**src/rtl/rx_inject_fsm.sv**
```systemverilog
// Ingress ring node: buffers port frames and injects them tagged {dest, word} into free ring slots.
// Head-to-ring latency 1 cycle; s_ready drops only when the FIFO is full; keep_in freezes all ring-side state.
module rx_inject_fsm #(
  parameter int NUB          = 0,
  parameter int PORT_NUB     = 8,
  parameter int DATA_W       = 32,
  parameter int LEN_W        = 11,
  parameter int FIFO_DEPTH   = 4,
  parameter int DONE_TIMEOUT = 1023,
  localparam int SEL_W       = $clog2(PORT_NUB),
  localparam int RING_W      = SEL_W + DATA_W
) (
  input  logic                clk,
  input  logic                rst_n,
  input  logic [DATA_W-1:0]   s_data,
  input  logic                s_valid,
  output logic                s_ready,
  input  logic [RING_W-1:0]   ring_in_data,
  input  logic [SEL_W-1:0]    ring_in_nub,
  input  logic                ring_in_valid,
  input  logic                keep_in,
  input  logic [PORT_NUB-1:0] done_in,
  output logic [RING_W-1:0]   ring_out_data,
  output logic [SEL_W-1:0]    ring_out_nub,
  output logic                ring_out_valid,
  output logic                busy,
  output logic                err_drop,
  output logic                err_timeout
);

  localparam int AW = $clog2(FIFO_DEPTH);
  localparam int CW = AW + 1;
  localparam int TW = $clog2(DONE_TIMEOUT + 1);
  localparam int MK = DATA_W - SEL_W - 1;

  typedef enum logic [2:0] {
    IDLE      = 3'b001,
    SEND      = 3'b010,
    WAIT_DONE = 3'b100
  } state_t;

  state_t state_q, state_d;

  logic [DATA_W-1:0] mem_q [FIFO_DEPTH];
  logic [AW-1:0]     wr_ptr_q, wr_ptr_d, rd_ptr_q, rd_ptr_d;
  logic [CW-1:0]     cnt_q, cnt_d;
  logic [SEL_W-1:0]  dest_q, dest_d;
  logic [LEN_W-1:0]  len_q, len_d;
  logic [TW-1:0]     tmr_q, tmr_d, tmr_inc;
  logic [RING_W-1:0] out_dat_q, out_dat_d;
  logic [SEL_W-1:0]  out_nub_q, out_nub_d;
  logic              out_vld_q, out_vld_d;
  logic              err_drop_q, err_drop_d;
  logic              err_to_q, err_to_d;

  logic              push, pop, fifo_ne, inject;
  logic [SEL_W-1:0]  inj_dest;
  logic [DATA_W-1:0] head;
  logic              head_mark;
  logic [SEL_W-1:0]  head_dest;
  logic [LEN_W-1:0]  head_len;

  assign head      = mem_q[rd_ptr_q];
  assign head_mark = head[MK];
  assign head_dest = head[DATA_W-1 -: SEL_W];
  assign head_len  = head[LEN_W-1:0];
  assign fifo_ne   = (cnt_q != '0);
  assign s_ready   = (cnt_q != CW'(FIFO_DEPTH));
  assign push      = s_valid & s_ready;

  always_comb begin
    state_d    = state_q;
    dest_d     = dest_q;
    len_d      = len_q;
    tmr_d      = tmr_q;
    tmr_inc    = tmr_q + TW'(1);
    inject     = 1'b0;
    inj_dest   = dest_q;
    pop        = 1'b0;
    err_drop_d = 1'b0;
    err_to_d   = 1'b0;
    out_dat_d  = out_dat_q;
    out_nub_d  = out_nub_q;
    out_vld_d  = out_vld_q;

    if (!keep_in) begin
      unique case (state_q)
        IDLE: begin
          if (fifo_ne) begin
            // A stray payload word is discarded even while the slot is occupied.
            if (!head_mark) begin
              pop        = 1'b1;
              err_drop_d = 1'b1;
            end else if (!ring_in_valid) begin
              inject   = 1'b1;
              inj_dest = head_dest;
              pop      = 1'b1;
              dest_d   = head_dest;
              len_d    = head_len;
              state_d  = (head_len == '0) ? WAIT_DONE : SEND;
            end
          end
        end
        SEND: begin
          if (fifo_ne && !ring_in_valid) begin
            inject = 1'b1;
            pop    = 1'b1;
            len_d  = len_q - LEN_W'(1);
            if (len_q == LEN_W'(1)) state_d = WAIT_DONE;
          end
        end
        WAIT_DONE: begin
          if (done_in[dest_q]) begin
            state_d = IDLE;
            tmr_d   = '0;
          end else if (tmr_inc == TW'(DONE_TIMEOUT)) begin
            state_d  = IDLE;
            tmr_d    = '0;
            err_to_d = 1'b1;
          end else begin
            tmr_d = tmr_inc;
          end
        end
        default: state_d = IDLE;
      endcase

      if (ring_in_valid) begin
        out_dat_d = ring_in_data;
        out_nub_d = ring_in_nub;
        out_vld_d = 1'b1;
      end else if (inject) begin
        out_dat_d = {inj_dest, head};
        out_nub_d = SEL_W'(NUB);
        out_vld_d = 1'b1;
      end else begin
        out_dat_d = '0;
        out_nub_d = '0;
        out_vld_d = 1'b0;
      end
    end

    wr_ptr_d = push ? wr_ptr_q + AW'(1) : wr_ptr_q;
    rd_ptr_d = pop  ? rd_ptr_q + AW'(1) : rd_ptr_q;
    cnt_d    = cnt_q + CW'(push) - CW'(pop);
  end

  always_ff @(posedge clk or negedge rst_n) begin
    if (!rst_n) begin
      state_q    <= IDLE;
      wr_ptr_q   <= '0;
      rd_ptr_q   <= '0;
      cnt_q      <= '0;
      dest_q     <= '0;
      len_q      <= '0;
      tmr_q      <= '0;
      out_dat_q  <= '0;
      out_nub_q  <= '0;
      out_vld_q  <= 1'b0;
      err_drop_q <= 1'b0;
      err_to_q   <= 1'b0;
    end else begin
      state_q    <= state_d;
      wr_ptr_q   <= wr_ptr_d;
      rd_ptr_q   <= rd_ptr_d;
      cnt_q      <= cnt_d;
      dest_q     <= dest_d;
      len_q      <= len_d;
      tmr_q      <= tmr_d;
      out_dat_q  <= out_dat_d;
      out_nub_q  <= out_nub_d;
      out_vld_q  <= out_vld_d;
      err_drop_q <= err_drop_d;
      err_to_q   <= err_to_d;
    end
  end

  // Storage needs no reset: the pointers and count define what is valid.
  always_ff @(posedge clk) begin
    if (push) mem_q[wr_ptr_q] <= s_data;
  end

  assign ring_out_data  = out_dat_q;
  assign ring_out_nub   = out_nub_q;
  assign ring_out_valid = out_vld_q;
  assign busy           = (state_q != IDLE);
  assign err_drop       = err_drop_q;
  assign err_timeout    = err_to_q;

endmodule

```
**config.mk**
```make
export PLATFORM = sky130hd
export DESIGN_NAME = rx_inject_fsm
export DESIGN_NICKNAME = d
export VERILOG_FILES = /design/src/rtl/rx_inject_fsm.sv
export SDC_FILE = /design/constraint.sdc
export NUM_CORES = 1
export LEC_CHECK = 0
export ABC_AREA = 1
export CORE_MARGIN = 5
export CORE_UTILIZATION = 49
export CTS_BUF_LIST = sky130_fd_sc_hd__clkbuf_16
export CTS_CLUSTER_DIAMETER = 150
export DETAILED_ROUTE_END_ITERATION = 8
export PLACE_DENSITY_LB_ADDON = 0.12
export REMOVE_ABC_BUFFERS = 1
export SETUP_SLACK_MARGIN = 0.02
export SKIP_LAST_GASP = 1
export SYNTH_ARGS = -nofsm -noshare
export SYNTH_HDL_FRONTEND = slang
export SYNTH_SLANG_ARGS = --single-unit
```
**constraint.sdc**
```tcl
create_clock -name clk -period 2.4 [get_ports clk]
set_clock_uncertainty 0.05 [all_clocks]
set_input_delay 0.36 -clock clk [delete_from_list [all_inputs] [get_ports clk]]
set_output_delay 0.36 -clock clk [all_outputs]
set_load 0.05 [all_outputs]
```
# ---- Word-level counts from Yosys, hierarchy flattened
# Memory sizes are Yosys's and may differ from the RTL's.
# Index checks and enable logic that the tools add are counted.
dict set report totals {
  reg_bits 75
  mem_bits_rw 128
  inputBits 83
  output_inout_bits 43
  wordCells 91
  mem_count 1
}
# memory depth width rd rd_ports_with_merged_regs wr line_no
set memory_table {}
lappend memory_table {mem_q 4 32 1 0 1 44} ;# logic [DATA_W-1:0] mem_q [FIFO_DEPTH];
dict set report op_classes {
  n_addsub 6
  n_lt_le_gt_ge 1
  eq_ne 13
  mux 46
  bitwise_logic 3
  reduce_logical 9
}
# op n
set op_table {}
lappend op_table {{$mux 35} 2}
lappend op_table {{$mux 11} 4}
lappend op_table {{$mux 3} 12}
lappend op_table {{$pmux 11 s2} 1}
lappend op_table {{$mux 1} 21}
lappend op_table {{$mux 10} 2}
lappend op_table {{$eq 11x1->1 const B} 1}
lappend op_table {{$logic_not 11->1} 1}
lappend op_table {{$sub 11x1->11 const B} 1}
lappend op_table {{$add 10x1->10 const B} 1}
lappend op_table {{$eq 10x10->1 const B} 1}
lappend op_table {{$ne 2x2->1 const B} 5}
lappend op_table {{$pmux 3 s3} 1}
lappend op_table {{$reduce_and 7->1} 1}
lappend op_table {{$ne 3x3->1 const B} 2}
lappend op_table {{$reduce_and 6->1} 1}
lappend op_table {{$reduce_and 5->1} 1}
lappend op_table {{$add 2x1->2 const B} 2}
lappend op_table {{$lt 3x4->1 const B} 1}
lappend op_table {{$pmux 1 s2} 2}
lappend op_table {{$add 3x1->3} 1}
lappend op_table {{$bmux 1 s3} 1}
lappend op_table {{$eq 3x1->1 const B} 1}
lappend op_table {{$eq 3x2->1 const B} 1}
lappend op_table {{10 further kinds} 11}

# ---- Logic depth before layout (Yosys ltp)
# Gate-level depths: netlist of run 1.
dict set report depth {
  word_depth 7
  ltp_mapped 12
  mapped_depth_nobuf 12
}

# ---- Least setup slack after synthesis of run 1
# No wires, ideal clock.
dict set report synth_timing {
  kind {flip-flop to flip-flop}
  from {register cnt_q[1]}
  to {memory mem_q[0][0], enable pin}
  setup_time_ps 421
  arrival_ps 2498
  path_slack_ps -569
  stages_incl_launch_ff 5
  path_buffers 0
  synth_period_minus_slack_ps 2969
  cell_sequence {dfrtp_1 > nor2_1 > nand2_1 > nand2_1 > nor2_1}
}
dict set report synth_between {
  elab_chain_len 4
}
# element line_no
set synth_lines {}
lappend synth_lines {{start: declaration} 46} ;# logic [CW-1:0] cnt_q, cnt_d;
lappend synth_lines {{start signal: assignment} 165} ;# cnt_q <= cnt_d;
lappend synth_lines {{$ne 3x3->1} 68} ;# assign s_ready = (cnt_q != CW'(FIFO_DEPTH));
lappend synth_lines {{named net s_ready} 17} ;# output logic s_ready,
lappend synth_lines {{$and 1x1->1} 69} ;# assign push = s_valid & s_ready;
lappend synth_lines {{$mux 1} 179} ;# if (push) mem_q[wr_ptr_q] <= s_data;
lappend synth_lines {{$mux 1 (not written as such)} 179}
lappend synth_lines {{end: declaration} 44}
# The timed path passes the listed nets, and every way through them passes these cells.

# ---- Final worst setup path of run 1
dict set report layout_timing {
  from {register cnt_q[0]}
  to {register cnt_q[2]}
}
dict set report layout_between {
  elab_chain_len 6
}
# element line_no
set layout_lines {}
lappend layout_lines {{$reduce_bool 3->1 (*)} 67} ;# assign fifo_ne = (cnt_q != '0);
lappend layout_lines {{$logic_and 1x1->1} 105} ;# if (fifo_ne && !ring_in_valid) begin
lappend layout_lines {{$mux 1} 105}
lappend layout_lines {{$pmux 1 s2 (*)} 87} ;# unique case (state_q)
lappend layout_lines {{$mux 1 (*)} 86} ;# if (!keep_in) begin
lappend layout_lines {{named net pop} 56} ;# logic push, pop, fifo_ne, inject;
lappend layout_lines {{$sub 3x1->3 (*)} 144} ;# cnt_d = cnt_q + CW'(push) - CW'(pop);
lappend layout_lines {{named net cnt_d[2]} 46}
# The timed path passes the listed nets; every way through them passes the cells marked *.
# A chain may end at the register's enable or synchronous reset.

==> results of run 1 <==
[path summary, 6_finish.rpt]
kind | cells past startpoint | to | slack (ns) | from
setup / recovery | 11 | cnt_q[2] | 0.15 | cnt_q[0]
hold / removal | 3 | err_drop | 0.12 | keep_in
setup reg to reg | 11 | cnt_q[2] | 0.15 | cnt_q[0]
hold reg to reg | 2 | ring_out_nub[1] | 0.43 | ring_out_nub[1]
max in group asynchronous | 3 | state_q[0] | 1.49 | rst_n
min in group asynchronous | 2 | tmr_q[6] | 0.24 | rst_n
[sequential cells by signal, summed over array words and instances (netlist names), 3 cells and up]
signal	count
len_q	11
tmr_q	10
mem_q	128
ring_out_data	35
cnt_q	3
dest_q	3
state_q	3
ring_out_nub	3
[layout by cell type, fill, tap and decap left out, drive strengths merged]
master,synthesis,final
a21oi,8,8
and2,1,1
buf,18,33
bufinv,0,1
clkbuf,24,22
clkdlybuf4s50,0,120
clkinv,1,12
clkinvlp,0,2
dfrtp,74,74
dfstp,1,1
dlygate4sd2,0,1
dlygate4sd3,0,1
dlymetal6s2s,0,1
edfxtp,128,128
fa,1,1
ha,10,10
inv,45,48
nand2,224,224
nand3,110,110
nand3b,5,5
nand4,4,4
nor2,78,78
nor3,6,6
o211ai,19,19
o21ai,66,66
o21bai,1,1
o22a,3,3
o22ai,18,18
or2,5,5
xnor2,2,2
xor2,8,8
[area by class of cell]
type / instances / area, um^2 / share of cell area (%)
clock buffers: 22 / 551 / 4.93
clock inverters: 17 / 133 / 1.19
inverters: 46 / 173 / 1.55
multi-input cells: 569 / 2770 / 24.8
flip-flops and latches: 203 / 5720 / 51.3
well taps: 229 / 287 / 2.57
repair buffers: 156 / 1530 / 13.7
[per-stage QoR]
step	setup slack [ns]	hold slack (ns)	power (mW)	setup TNS (ns)
after global placement	0.132	0.235	9.78	0
after global routing	0.0257	0.130	13.8	0
after CTS	0.0317	0.0944	13.0	0
after detailed placement	0.112	0.231	9.88	0
final	0.151	0.122	12.9	0
after floorplan	-1.24	0.0144	8.04	-120.03
[critical path, delay by kind of cell (launching register included)]
family | cells | cell delay [ns]
compound gates | 1 | 0.11
xor+xnor | 1 | 0.14
flops | 1 | 0.38
fa+ha+maj | 3 | 0.75
buf+inv | 2 | 0.11
simple gates | 4 | 0.59
[routing by layer]
layer | vias up | GRT usage [%] | routed length (um)
li1 | 3225 | - | -
met1 | 3061 | 26.0 | 8840
met2 | 156 | 32.9 | 9570
met3 | 38 | 3.51 | 1130
met4 | 0 | 5.20 | 420
met5 | - | 0 | 0
[power by group through the flow]
stage / Clock, mW / Sequential (mW) / Combinational, mW
2_1_floorplan: 0 / 5.77 / 2.27
3_3_place_gp: 0 / 5.02 / 4.76
4_1_cts: 3.19 / 4.98 / 4.86
5_1_grt: 3.36 / 5.07 / 5.33
3_5_place_dp: 0 / 5.03 / 4.85
6_report: 3.12 / 4.97 / 4.81
[logic make-up (layout without fill, tap and decap cells)]
logic type | count (synthesis) | after routing | share of synthesized area (%)
AOI/OAI and AO/OA | 115 | 115 | 7.55
xor gates and xnor gates | 10 | 10 | 0.991
adders and majority gates | 11 | 11 | 1.64
buffers and inverters | 88 | 241 | 4.26
DFF | 203 | 203 | 64.8
and+or+nand+nor | 433 | 433 | 20.8
[what timing repair did]
item	CTS	global route
setup buffers	0	1
resized for setup	1	1
hold endpoints to repair	20	0
setup endpoints to repair	1	3
hold buffers	1	0
cloned	0	0
==> flow_summary.ini, run 1 <==
[route]
via_per_inst = 5.22
wl_per_cell_um = 16.1
first_pass_iters = 5
drt_iter0_drc = 333
drtAntennaViolNets = 0
via_count = 6480
drt-total-wl_mm = 20.0
drc_errors = 0

[global_routing]
grt_pass1_wl_mm = 32.3
overflow = 0
grt_pass1_vias = 6273
grt_max_degree = 63
track_usage_pct = 19.4
antenna_found_initial = 0

[finish]
utilization_pct = 62.6
final_area_um2 = 11200
syn_to_final_growth_pct = 26.3
nFillCells = 1470
final_cells = 1242
drive_above_1_share_pct = 8.79
diodes = 0
finalNetCount = 1092

[logic_synthesis]
avgSynthCellArea_um2 = 10.3
yosysMostFrequentCell = nand2_1
ys.flop_type = edfxtp_1
yosys.area.top_type = edfxtp_1
ys_types = 36
synth_warnings = 0
synth.area.top_cells = edfxtp_1 44%, dfrtp_1 21%, nand2_1 9.4%
yosys-top-cells-count = 222 x nand2_1, 128 x edfxtp_1, 108 x nand3_1
synthDominantCellAreaShare_pct = 43.5
synth-edff-count = 128
synthCells = 860
synth_area_um2 = 8830
seq_area_frac_synth_pct = 64.8
ys_async_sr_fraction_pct = 36.9
yosys_register_bits = 203

[clock_tree]
clk_latency_ns = 0.51
root_buffer = clkbuf_16
cts_tree = yes
cts.sinks = 203
numCtsBuffers = 22
cts.reportedPaths.clkPinSlew_ns = 0.06
htree_levels = 1
cts_buffer_depth = 3

[sta]
finalMaxSlewViolations = 0
period_minus_slack_ns = 2.25
rsz0062_at_grt = no
fin_crit_sh_pct = 93.7
setup_viol = 0
tightest_slew_ns = 0.651
relSlewSlack_pct = 56.6
max_freq_mhz = 445
hold_viol = 0

[floorplanning]
start_util_pct = 49.5
die_area_um2 = 20800
die_h_um = 144
ioPinCount = 126
core_area_um2 = 17800
core.rowCount = 49
die_x_um = 144

[power_and_ir_drop]
p_seq_share_pct = 38.5
peakVddDrop_v = 0.000664
p_per_area_nw_per_um2 = 1160
power_frac_clock_pct = 24.2
power.share.switching_pct = 38.0
p_comb_share_pct = 37.3
p_switching_mw = 4.90
intPower_mw = 8.01
p_leak_nw = 4.45

[placement]
port_buffers = 125
hpwl_mm = 12.9
place_area_um2 = 10500
place.gp.congestion = 0.840
dp_cells = 1201

[worst_setup_path]
path_cells = nor3_1 > or2_2 > nor2_1 > nand2_1 > o21ai_1 > ha_1 > inv_1 > ha_1 > inv_1 > fa_1 > xnor2_1
critPathArrivalTime_ns = 2.59
slowest_stage = dfrtp_1
start_kind = flop
critPathRequiredTime_ns = 2.75
setup.worst_path.end_class = flop
cp_max_fo = 3
worst-setup-path-type = flop to flop
critPathMaxStageDelay_ns = 0.38

[flow_run]
drv_cap = 0

[hold_path]
hp-class = input port to flop

[run_status]
status = finished, final reports clean
No activity file was read; power rests on OpenSTA's default activity.
==> run 2, diff against run 1 <==
--- a/config.mk
+++ b/config.mk
@@ -11,7 +11,7 @@
 export CTS_BUF_LIST = sky130_fd_sc_hd__clkbuf_16
 export CTS_CLUSTER_DIAMETER = 150
 export DETAILED_ROUTE_END_ITERATION = 8
-export PLACE_DENSITY_LB_ADDON = 0.12
+export PLACE_DENSITY = 0.76
 export REMOVE_ABC_BUFFERS = 1
 export SETUP_SLACK_MARGIN = 0.02
 export SKIP_LAST_GASP = 1
==> flow_summary.ini, run 2 (synthesized netlist as in run 1, its figures left out) <==
[run_status]
status = finished, final reports clean

[worst_setup_path]
r2r_end = cnt_q[1]
crit_family = adder cells
critPathRequiredTime_ns = 2.77
timing.rr.start = cnt_q[2]
critPathMaxStageDelay_ns = 0.48
critPathMostFrequentCell = inv_1
rrSetupSlack_ns = 0.14
cp_max_fo = 3
crit_buf_inv = 3
setup.worst_path.end_class = flop
worst-setup-path-type = flop to flop
start_kind = flop
rr_worst_depth = 11
slowest_stage = fa_1
path_cells = nor3_1 > or2_2 > nor2_1 > nand2_1 > o21ai_1 > ha_1 > inv_1 > ha_1 > inv_1 > fa_1 > inv_1
critPathArrivalTime_ns = 2.63

[floorplanning]
start_util_pct = 49.5
core_area_um2 = 17800
die_x_um = 144
die_h_um = 144
core.rowCount = 49
ioPinCount = 126
die_area_um2 = 20800

[power_and_ir_drop]
power_mw = 13.2
p_leak_nw = 4.43
p_per_area_nw_per_um2 = 1180
peakVddDrop_v = 0.000765

[finish]
mostFrequentLayoutCells = 222 x nand2_1, 128 x edfxtp_1, 120 x clkdlybuf4s50_1
finalNetCount = 1088
final_area_um2 = 11200
drive_above_1_share_pct = 8.51
final_cells = 1239
diodes = 0
final_common_cell = nand2_1
regMostFlops = mem_q
utilization_pct = 62.7
syn_to_final_growth_pct = 26.7
largest_register_ffs = 128

[route]
via_per_inst = 5.33
drt_iter0_drc = 477
drt-total-wl_mm = 20.9
drc_errors = 0
wl_per_cell_um = 16.9
drtAntennaViolNets = 0
via_count = 6601
first_pass_iters = 5

[placement]
dp_cells = 1198
place.gp.congestion = 0.843
preCtsSetupSlack_ns = 0.0570
place_area_um2 = 10400
hpwl_mm = 13.1
port_buffers = 125

[global_routing]
grt_max_degree = 63
grt_pass1_wl_mm = 33.1
overflow = 0
antenna_found_initial = 1
grt_pass1_vias = 6437
track_usage_pct = 20.3

[hold_path]
hp-class = input port to flop
min_from = keep_in
min_to = err_drop
hold_depth = 3

[sta]
setup_tns_ns = 0
rsz0062_at_grt = no
tightest_slew_ns = 0.650
finalMaxSlewViolations = 0
hold_viol = 0
setup_slack_ns = 0.141
relSlewSlack_pct = 56.6
max_freq_mhz = 443
period_minus_slack_ns = 2.26
fin_crit_sh_pct = 94.1
hold_ws_ns = 0.195
setup_viol = 0

[clock_tree]
cts_buffer_depth = 3
clk_latency_ns = 0.52
cts_tree = yes
cts.reportedPaths.clkPinSlew_ns = 0.06
numCtsBuffers = 22
htree_levels = 1
postCtsSetupRepairBufs = 0
root_buffer = clkbuf_16
cts.sinks = 203

[flow_run]
drv_cap = 0
run 2: changes by cell type in the layout (fill, tap and decap cells not counted), sizes merged:
| cell | change |
|---|---|
| buf | -4 |
| bufinv | +2 |
| clkinv | -2 |
| clkinvlp | +3 |
| dlygate4sd2 | +1 |
| dlymetal6s2s | -1 |
| inv | -2 |
run 2: how the worst max path moves through the flow:
stage | from | endpoint | slack, ns | cells after the start
floorplan | rd_ptr_q[0] | cnt_q[2] | -1.24 | 12
global placement | keep_in | cnt_q[1] | 0.10 | 11
detailed placement | keep_in | cnt_q[2] | 0.06 | 11
CTS | cnt_q[2] | cnt_q[2] | 0.16 | 11
global route | cnt_q[0] | cnt_q[2] | 0.05 | 11
finish | cnt_q[2] | cnt_q[1] | 0.14 | 11
run 2: area by class of cell:
cell class | count | area (um^2)
clock buffer | 22 | 551
clock inverter | 18 | 195
fill | 1354 | 6650
inverter | 46 | 173
multi-input combinational | 569 | 2770
sequential | 203 | 5720
tap | 229 | 287
timing repair buffer | 152 | 1490
run 2: what timing repair did:
action	CTS	global route
gates resized for setup	2	0
hold endpoints to repair	29	0
hold buffers	1	0
setup endpoints to repair	2	0
run 2: tightest hold or removal path: cells and delay by family:
kind | cells | cell delay [ns]
and+or+nand+nor | 2 | 0.20
buffers and inverters | 1 | 0.14
run 2: per-layer routing:
layer	track usage, %	part of all wire, %	vias to the layer above
met1	28.8	44	3091
li1	-	-	3220
met3	4.43	8.7	34
met5	0	0.053	-
met2	31.5	45	254
met4	6.48	2.5	2
run 2: where the power goes:
part           switching, mW  leakage (nW)  internal (mW)  total, mW
combinational           3.25          1.96           1.59       4.84
sequential             0.383          2.13           4.60       4.99
clock                   1.38         0.351           2.02       3.39
total                   5.01          4.43           8.20       13.2
